**src/rtl/gate_sweep_ctrl.sv**
```systemverilog
// In-circuit sweep of a 2-input AND cell: drives 00,01,10,11 with a programmable
// dwell and compares the cell output. Optional macro GATE_SWEEP_HALT_ON_ERR_EN stops at first mismatch.
module gate_sweep_ctrl #(
  parameter int unsigned DWELL_W = 8
) (
  input  logic               clk,
  input  logic               rst,
  input  logic               start,
  input  logic [DWELL_W-1:0] dwell,
  output logic               a,
  output logic               b,
  input  logic               c,
  output logic               busy,
  output logic               done,
  output logic               pass,
  output logic [2:0]         err_count,
  output logic [1:0]         fail_vec
);

  typedef enum logic [1:0] {
    ST_IDLE = 2'd0,
    ST_RUN  = 2'd1,
    ST_DONE = 2'd2
  } state_e;

  state_e             state_q;
  logic [1:0]         idx_q;
  logic [DWELL_W-1:0] cnt_q;
  logic [DWELL_W-1:0] dw_q;
  logic               err_seen_q;
  logic               a_q;
  logic               b_q;
  logic               busy_q;
  logic               done_q;
  logic               pass_q;
  logic [2:0]         err_q;
  logic [1:0]         fail_q;

  logic               mismatch_c;
  logic [2:0]         err_d;
  logic               finish_c;

  // Compare-cycle decode: mismatch against the vector currently on the pins.
  always_comb begin
    mismatch_c = (c != (a_q & b_q));
    err_d      = err_q + 3'(mismatch_c);
    finish_c   = (idx_q == 2'd3);
`ifdef GATE_SWEEP_HALT_ON_ERR_EN
    if (mismatch_c) begin
      finish_c = 1'b1;
    end
`endif
  end

  always_ff @(posedge clk or posedge rst) begin
    if (rst) begin
      state_q    <= ST_IDLE;
      idx_q      <= 2'd0;
      cnt_q      <= '0;
      dw_q       <= '0;
      err_seen_q <= 1'b0;
      a_q        <= 1'b0;
      b_q        <= 1'b0;
      busy_q     <= 1'b0;
      done_q     <= 1'b0;
      pass_q     <= 1'b0;
      err_q      <= 3'd0;
      fail_q     <= 2'd0;
    end else begin
      case (state_q)
        ST_IDLE, ST_DONE: begin
          if (start) begin
            state_q    <= ST_RUN;
            idx_q      <= 2'd0;
            cnt_q      <= dwell;
            dw_q       <= dwell;
            err_seen_q <= 1'b0;
            a_q        <= 1'b0;
            b_q        <= 1'b0;
            busy_q     <= 1'b1;
            done_q     <= 1'b0;
            pass_q     <= 1'b0;
            err_q      <= 3'd0;
            fail_q     <= 2'd0;
          end
        end
        ST_RUN: begin
          if (cnt_q != '0) begin
            cnt_q <= cnt_q - DWELL_W'(1);
          end else begin
            err_q <= err_d;
            if (mismatch_c && !err_seen_q) begin
              fail_q     <= idx_q;
              err_seen_q <= 1'b1;
            end
            if (finish_c) begin
              state_q <= ST_DONE;
              a_q     <= 1'b0;
              b_q     <= 1'b0;
              busy_q  <= 1'b0;
              done_q  <= 1'b1;
              pass_q  <= (err_d == 3'd0);
            end else begin
              idx_q        <= idx_q + 2'd1;
              {a_q, b_q}   <= idx_q + 2'd1;
              cnt_q        <= dw_q;
            end
          end
        end
        default: begin
          state_q <= ST_IDLE;
        end
      endcase
    end
  end

  assign a         = a_q;
  assign b         = b_q;
  assign busy      = busy_q;
  assign done      = done_q;
  assign pass      = pass_q;
  assign err_count = err_q;
  assign fail_vec  = fail_q;

endmodule

```
**config.mk**
```make
export PLATFORM = sky130hd
export DESIGN_NAME = gate_sweep_ctrl
export DESIGN_NICKNAME = d
export VERILOG_FILES = /design/src/rtl/gate_sweep_ctrl.sv
export SDC_FILE = /design/constraint.sdc
export NUM_CORES = 1
export LEC_CHECK = 0
export ABC_AREA = 1
export BUFFER_PORTS_ARGS = -buffer_cell sky130_fd_sc_hd__buf_4
export CELL_PAD_IN_SITES_DETAIL_PLACEMENT = 1
export CELL_PAD_IN_SITES_GLOBAL_PLACEMENT = 2
export CORE_MARGIN = 2
export CORE_UTILIZATION = 33
export CTS_CLUSTER_SIZE = 12
export DETAILED_ROUTE_END_ITERATION = 16
export PLACE_DENSITY_LB_ADDON = 0.25
export SYNTH_ARGS = -nofsm -noshare
export SYNTH_HDL_FRONTEND = slang
export SYNTH_SLANG_ARGS = --single-unit
```
**constraint.sdc**
```tcl
create_clock -name clk -period 2.3 [get_ports clk]
set_input_delay 0 -clock clk [delete_from_list [all_inputs] [get_ports clk]]
set_output_delay 0 -clock clk [all_outputs]
set_load 0.05 [all_outputs]
```
==> impl_metrics.yaml, run 1 <==
outcome:
  status: "complete, no violations"
timing:
  hold_viol: 0
  skew_ns: 0.00457
  period_minus_slack_ns: 1.77
  finalSetupViolCount: 0
  worst_slew_pin_slew_ns: 0.425
  hold_ws_ns: 0.0262
  relSlewSlack_pct: 71.7
  final.setup.tns_ns: 0
  finalCritPeriodShare_pct: 76.9
  fin_ws_ns: 0.531
  report.final.slew_viol_count: 0
  rsz0062_at_grt: "no"
  fmax_ghz: 0.565
yosys:
  ys_ff_latch: 31
  yosysSeqAreaShare_pct: 44.4
  synthTopCellsByArea: "dfrtp_1 (44%), nand2_1 (19%), nand3_1 (7.7%)"
  synth_area_um2: 1750
  avgSynthCellArea_um2: 7.86
  syn_nets: 239
  yosysUniqueCellTypes: 26
  synth_edf_count: 0
  synth_ff_type: "dfrtp_1"
  synth_area_leader_cell: "dfrtp_1"
  yosys_warnings: 0
  syn_inst: 222
  synth_top_area_share_pct: 44.4
  synth_async_sr_flop_share_pct: 100
worst_setup_path:
  crit_family: "adder cells"
  crit_path_start_kind: "register"
  worstPathRequired_ns: 2.51
  worstSetupPathType: "reg -> reg"
  crit_chain: "nand2_1 -> xor2_1 -> inv_1 -> ha_1 -> ha_1 -> or3_1 -> o21ai_1"
  cpMaxStageDelayCell: "dfrtp_1"
  critPathBufInv: 1
  endpoint_kind: "register"
  max_stage_delay_ns: 0.40
  arrival_ns: 1.98
  cp_common_cell: "ha_1"
  cp_max_fo: 3
final_layout:
  syn_to_final_growth_pct: 24.4
  final_cells: 329
  final_cell_mix: "nand2_1 (87), dfrtp_1 (31), nand3_1 (27)"
  final_common_cell: "nand2_1"
  diodes: 0
  utilization_pct: 42.5
  final_nets: 276
  drive_above_1_share_pct: 19.7
clock_tree:
  cts_root_buf: "clkbuf_8"
  path_clk_slew_ns: 0.07
  clkSinkCount: 31
  cts-buffers-inserted: 5
  cts_resized: 0
  cts_max_path_buffers: 2
  cts_tree: "yes"
  htree_levels: 2
  clk_latency_ns: 0.28
global_route:
  grt_pass1_wl_mm: 7.62
  antenna_found_initial: 0
  overflow: 0
  grt_pass1_vias: 1558
  grt.total_usage_pct: 16.3
  grt_max_degree: 32
floorplanning:
  dieArea_um2: 5890
  die_h_um: 76.7
  core.rowCount: 26
  initial_core_util_pct: 34.2
  core_um2: 5110
  die_w_um: 76.7
  ios: 22
route:
  ant_nets: 0
  drt_wl_total_mm: 4.27
  drc: 0
  first_pass_iters: 4
  num_vias: 1503
  wl_per_cell_um: 13.0
  drt_iter0_drc: 47
  routed_via_density: 4.57
run:
  maxCapViolCount: 0
power_and_ir_drop:
  p_per_area_nw_per_um2: 474
  power.leakage_nw: 1.19
  ir_drop_mv: 0.246
placed_design:
  pre_cts_slack_ns: 0.549
  port_buffers: 21
  place_hpwl_mm: 3.10
  placedCellCount: 313
  place_congestion: 0.765
min_path:
  hold_path.class: "in -> reg"
[area by class of cell]
type                    count  area [um2]
fillers                   662        2940
multi-input cells         165         865
flip-flops and latches     31         776
repair buffers             33         270
well taps                  70        87.6
inverters                  23        86.3
clock buffers               6        82.6
clock inverters             1        5.00
[cell usage after synthesis, types with 2 or more instances]
library cell  number
dfrtp_1           31
xnor2_1            2
nor2_1             8
o21ai_0            5
nand3_1           27
inv_1             18
nand4_1            2
nand2_4            3
inv_2              5
nor2_8             3
o21ai_1            9
ha_1               5
nand2_1           87
nand2_2            4
xor2_1             2
[cell families (layout without fill, tap and decap cells)]
kind of cell	after synthesis	count (layout)	synth area share (%)
AO/OA/AOI/OAI	15	15	4.44
XOR/XNOR	4	4	2.01
adder cells (fa/ha/maj)	5	5	3.58
buffers and inverters	26	63	6.02
flip-flops	31	31	44.4
AND/OR/NAND/NOR	141	141	39.5
[power breakdown]
group | switching (mW) | internal, mW
Sequential | 0 | 0.545
Combinational | 0.0206 | 0.0243
Clock | 0.205 | 0.235
[through the flow]
| stage | area (um2) | power (mW) |
|---|---|---|
| after detailed placement | 1990 | 0.589 |
| after floorplan | 1750 | 0.566 |
| after CTS | 2170 | 1.05 |
| after global routing | 2170 | 1.08 |
| final | 2170 | 1.03 |
| after global placement | 1990 | 0.590 |
[layer usage]
metal | part of all wire (%) | vias to the layer above | track usage [%]
met3 | 2.2 | 5 | 3.88
met5 | 0 | - | 0
met4 | 1.4 | 0 | 6.00
met1 | 53 | 704 | 22.3
li1 | - | 777 | -
met2 | 43 | 17 | 25.1
[state kept, by name, summed over array words and instances (netlist names)]
name,flops
err_seen_q,1
a,1
pass,1
state_q,2
err_count,3
b,1
dw_q,8
done,1
busy,1
idx_q,2
cnt_q,8
fail_vec,2
[repair_timing]
action                                 in CTS  in global routing
setup buffers                               0                  0
hold buffers                                9                  0
endpoints found under the hold margin      39                  0
[worst reg2reg max path: stages (launching register included)]
cell	delay (ns)
dfrtp_1	0.40
nand2_1	0.08
xor2_1	0.18
inv_1	0.06
ha_1	0.18
ha_1	0.28
or3_1	0.36
o21ai_1	0.14
[worst paths after layout]
| path | startpoint | slack (ns) | depth (start not counted) | endpoint |
|---|---|---|---|---|
| max | b | 0.53 | 7 | pass |
| min | dwell[2] | 0.03 | 3 | dw_q[2] |
| max reg2reg | b | 0.53 | 7 | pass |
| min reg2reg | dw_q[5] | 0.48 | 2 | dw_q[5] |
| max in group asynchronous | rst | 1.62 | 4 | dw_q[6] |
| min in group asynchronous | rst | 0.37 | 4 | dw_q[0] |
Note: power is estimated with default switching activity, not from simulation.
==> run 2: changes to the inputs <==
==> constraint.sdc (replaced) <==
create_clock -name clk -period 1.7 [get_ports clk]
set_input_delay 0 -clock clk [delete_from_list [all_inputs] [get_ports clk]]
set_output_delay 0 -clock clk [all_outputs]
set_load 0.05 [all_outputs]
==> run 2 against run 1 <==
Sequential power grew 35%. Worst setup slack lost 0.51 ns. First-iteration DRC count shrank 2.1%. Sequential cell count is the same. Highest routed layer unchanged. Clock-buffer cell count grew 1. Via count grew 1.4%.
==> impl_metrics.yaml, run 2 (same netlist as run 1, synthesis figures left out) <==
outcome:
  status: "complete, no violations"
timing:
  hold_viol: 0
  fmax_ghz: 0.595
  period_minus_slack_ns: 1.68
  report.final.slew_viol_count: 0
  skew_ns: 0.00171
  fin_ws_ns: 0.0186
  finalCritPeriodShare_pct: 98.9
  rsz0062_at_grt: "yes"
  worst_slew_pin_slew_ns: 0.632
  finalSetupViolCount: 0
  relSlewSlack_pct: 57.5
floorplanning:
  die_h_um: 76.7
  dieArea_um2: 5890
  ios: 22
  core.rowCount: 26
  initial_core_util_pct: 34.2
  die_w_um: 76.7
  core_um2: 5110
global_route:
  grt_pass1_vias: 1659
  grt.total_usage_pct: 16.8
  antenna_found_initial: 0
  overflow: 0
  grt_pass1_wl_mm: 7.85
  grt_max_degree: 32
worst_setup_path:
  reg2reg_setup_slack_ns: 0.02
  timing.rr.end: "pass"
  reg2reg_from: "a"
  r2r_cells: 8
  worstPathRequired_ns: 1.91
  endpoint_kind: "register"
  worstSetupPathType: "reg -> reg"
  arrival_ns: 1.89
  cp_max_fo: 2
  crit_path_start_kind: "register"
placed_design:
  dpl_cell_area_um2: 2030
  placedCellCount: 318
  place_congestion: 0.727
  pre_cts_slack_ns: -0.0890
  place_hpwl_mm: 3.20
  port_buffers: 21
power_and_ir_drop:
  ir_drop_mv: 0.352
  power.leakage_nw: 1.24
  p_per_area_nw_per_um2: 619
final_layout:
  final_common_cell: "nand2_1"
  final_cell_mix: "nand2_1 (86), buf_4 (32), dfrtp_1 (29)"
  final_nets: 284
  final_area_um2: 2330
  drive_above_1_share_pct: 28.0
  final_cells: 338
  diodes: 0
  syn_to_final_growth_pct: 33.4
clock_tree:
  clk_latency_ns: 0.28
  htree_levels: 2
  cts_tree: "yes"
  cts-buffers-inserted: 5
  path_clk_slew_ns: 0.07
  clkSinkCount: 31
  cts_max_path_buffers: 2
  cts_root_buf: "clkbuf_8"
min_path:
  min_to: "state_q[1]"
  worstHoldStart: "start"
  hold_path.class: "in -> reg"
  worst_hold_path.num_cells: 4
route:
  drt_iter0_drc: 46
  first_pass_iters: 4
  wl_per_cell_um: 13.1
  routed_via_density: 4.51
  drc: 0
  ant_nets: 0
  num_vias: 1524
  drt_wl_total_mm: 4.42
run:
  maxCapViolCount: 0
-- run 2: cell types whose count changed in the layout (fill, tap and decap cells not counted), sizes merged --
cell,before,now
dlygate4sd3,9,8
nand2,94,95
buf,24,32
clkinv,1,0
clkbuf,6,7
clkinvlp,0,1
-- run 2: cell type report --
cell class	instances	area, um2
clock inverter	1	7.51
inverter	23	86.3
sequential	31	778
clock buffer	7	96.3
fill	627	2780
timing repair buffer	40	320
tap	70	87.6
multi-input combinational	166	952
-- run 2: worst max-delay path, stage by stage, from the launching register on --
cell and delay (ns):
dfrtp_2 0.40, nand2_2 0.09, xor2_2 0.15, inv_1 0.06
ha_2 0.18, ha_4 0.16, xor2_1 0.14, or3_1 0.31
o21ai_1 0.12
-- run 2: timing repair --
item	CTS	global route
gates cloned	0	1
endpoints found under the setup margin	1	15
resized for setup	3	13
hold buffers	8	0
buffers inserted	0	3
hold endpoints to repair	38	0
pin swaps	3	2
-- run 2: worst max-delay path by stage --
stage | slack [ns] | depth (start not counted) | startpoint | to
final | 0.02 | 8 | a | pass
after global routing | -0.1 | 8 | a | pass
after CTS | -0.01 | 8 | a | pass
after detailed placement | -0.09 | 7 | b | pass
after global placement | -0.02 | 7 | a | pass
after floorplan | -0.13 | 8 | a | pass
-- run 2: power by group --
group | total (mW) | leakage, nW | internal [mW] | switching, mW
Combinational | 0.0589 | 0.811 | 0.0319 | 0.0270
Sequential | 0.738 | 0.376 | 0.738 | 0
Clock | 0.644 | 0.0505 | 0.368 | 0.276
Total | 1.44 | 1.24 | 1.14 | 0.303
-- run 2: metal layers --
metal	vias to the layer above	track usage, %	wire length [um]
li1	790	-	-
met5	-	0	0
met1	712	22.7	2250
met4	0	4.91	36
met2	18	26.8	2030
met3	4	3.76	102
-- run 2: metrics by stage --
stage / hold slack (ns) / total power [mW] / setup TNS, ns / util [%]
after floorplan: 0.103 / 0.766 / -0.126 / -
after global placement: 0.124 / 0.798 / -0.0186 / 39.8
after global routing: 0.0248 / 1.51 / -0.484 / 45.6
after CTS: 0.00227 / 1.47 / -0.0103 / 43.8
final: 0.00442 / 1.44 / 0 / 45.6
after detailed placement: 0.122 / 0.797 / -0.0890 / 39.8
==> run 3: changes to the inputs <==
--- a/config.mk
+++ b/config.mk
@@ -14,6 +14,7 @@
 export CTS_CLUSTER_SIZE = 12
 export DETAILED_ROUTE_END_ITERATION = 16
 export PLACE_DENSITY_LB_ADDON = 0.25
+export RECOVER_POWER = 100
 export SYNTH_ARGS = -nofsm -noshare
 export SYNTH_HDL_FRONTEND = slang
 export SYNTH_SLANG_ARGS = --single-unit
==> run 3 against run 2 <==
Total power barely moved. Worst hold slack got worse by 0.0016 ns. Sequential cell count unchanged. Combinational power down 2%. Wire length about the same. Final area fell by 2.3%. Clock-buffer cell count unchanged. Non-clock buffer count unchanged. Register-to-register slack about the same. Critical path depth did not move. Clock power about the same. Via count increased by 0.46%. Largest cell class unchanged.
==> impl_metrics.yaml, run 3 (same netlist as run 1, synthesis figures left out) <==
global_route:
  grt_max_degree: 32
  antenna_found_initial: 0
  grt_pass1_wl_mm: 7.85
  overflow: 0
  grt.total_usage_pct: 16.8
  grt_pass1_vias: 1659
final_layout:
  area.sequential_um2: 778
  drive_above_1_share_pct: 23.9
  final_cell_mix: "nand2_1 (87), dfrtp_1 (29), nand3_1 (22)"
  utilization_pct: 44.5
  diodes: 0
  multi_input_area_um2: 937
  syn_to_final_growth_pct: 30.3
  final_common_cell: "nand2_1"
  fillCellCount: 638
  final_nets: 284
  final_area_um2: 2270
timing:
  finalCritPeriodShare_pct: 98.9
  period_minus_slack_ns: 1.68
  hold_viol: 0
  relSlewSlack_pct: 47.7
  fmax_ghz: 0.595
  report.final.slew_viol_count: 0
  worst_slew_pin_slew_ns: 0.784
  rsz0062_at_grt: "yes"
  finalSetupViolCount: 0
  skew_ns: 0.00165
worst_setup_path:
  worstPathRequired_ns: 1.91
  r2r_cells: 8
  arrival_ns: 1.89
  worstSetupPathType: "reg -> reg"
  reg2reg_setup_slack_ns: 0.02
  timing.rr.end: "pass"
  cp_max_fo: 2
  startpoint: "a"
  endpoint_kind: "register"
  reg2reg_from: "a"
  crit_path_start_kind: "register"
floorplanning:
  initial_core_util_pct: 34.2
  die_w_um: 76.7
  core_um2: 5110
  die_h_um: 76.7
  ios: 22
  dieArea_um2: 5890
  core.rowCount: 26
route:
  drc: 0
  first_pass_iters: 4
  drt_wl_total_mm: 4.42
  routed_via_density: 4.53
  num_vias: 1531
  wl_per_cell_um: 13.1
  ant_nets: 0
  drt_iter0_drc: 48
clock_tree:
  htree_levels: 2
  cts-buffers-inserted: 5
  path_clk_slew_ns: 0.07
  cts_root_buf: "clkbuf_8"
  cts_max_path_buffers: 2
  clk_latency_ns: 0.28
  clkSinkCount: 31
  cts_tree: "yes"
placed_design:
  place_hpwl_mm: 3.20
  dpl_cell_area_um2: 2030
  place_congestion: 0.727
  port_buffers: 21
run:
  maxCapViolCount: 0
min_path:
  worst_hold_path.num_cells: 4
  min_to: "state_q[1]"
  worstHoldStart: "start"
  hold_path.class: "in -> reg"
power_and_ir_drop:
  p_per_area_nw_per_um2: 634
  ir_drop_mv: 0.352
  power.leakage_nw: 1.21
outcome:
  status: "complete, no violations"
## run 3: per-layer routing
| layer | wire length (um) | GRT usage (%) | vias to the layer above |
|---|---|---|---|
| li1 | - | - | 789 |
| met1 | 2250 | 22.7 | 720 |
| met2 | 2030 | 26.8 | 18 |
| met3 | 100 | 3.76 | 4 |
| met4 | 42 | 4.91 | 0 |
| met5 | 0 | 0 | - |
## run 3: power by group
group          total (mW)  internal, mW  switching, mW
clock               0.646         0.368          0.278
combinational      0.0579        0.0309         0.0269
sequential          0.738         0.738              0
total                1.44          1.14          0.305
## run 3: metrics by stage
step                      hold WS (ns)  std cells  setup slack, ns  TNS [ns]  total power, mW
after floorplan                  0.103        222           -0.126    -0.126            0.766
after global placement           0.124        318          -0.0186   -0.0186            0.798
after detailed placement         0.122        318          -0.0890   -0.0890            0.797
after global routing            0.0292        338          -0.0955    -0.784             1.51
after CTS                      0.00227        334          -0.0103   -0.0103             1.47
final                          0.00280        338           0.0181         0             1.44
## run 3: layout make-up
class / instances / area share [%]
multi-input cells: 166 / 41.2
inverters: 23 / 3.80
clock buffers: 7 / 4.24
well taps: 70 / 3.85
repair buffers: 40 / 12.4
flip-flops and latches: 31 / 34.2
clock inverters: 1 / 0.330
## run 3: worst max-delay path: stages, from the launching register on
cell,delay [ns]
dfrtp_2,0.40
nand2_2,0.09
xor2_2,0.15
inv_1,0.06
ha_2,0.18
ha_4,0.16
xor2_1,0.14
or3_1,0.31
o21ai_1,0.12
## run 3: what timing repair did
action,4_1_cts,5_1_grt
buffers inserted,0,3
pin swaps,3,2
gates cloned,0,1
endpoints found under the setup margin,1,15
gates resized for setup,3,13
hold endpoints to repair,38,0
hold buffers,8,0
## run 3: how the worst max path moves through the flow
stage / endpoint / slack (ns) / cells past startpoint
floorplan: pass / -0.13 / 8
global placement: pass / -0.02 / 7
detailed placement: pass / -0.09 / 7
CTS: pass / -0.01 / 8
global route: pass / -0.1 / 8
finish: pass / 0.02 / 8
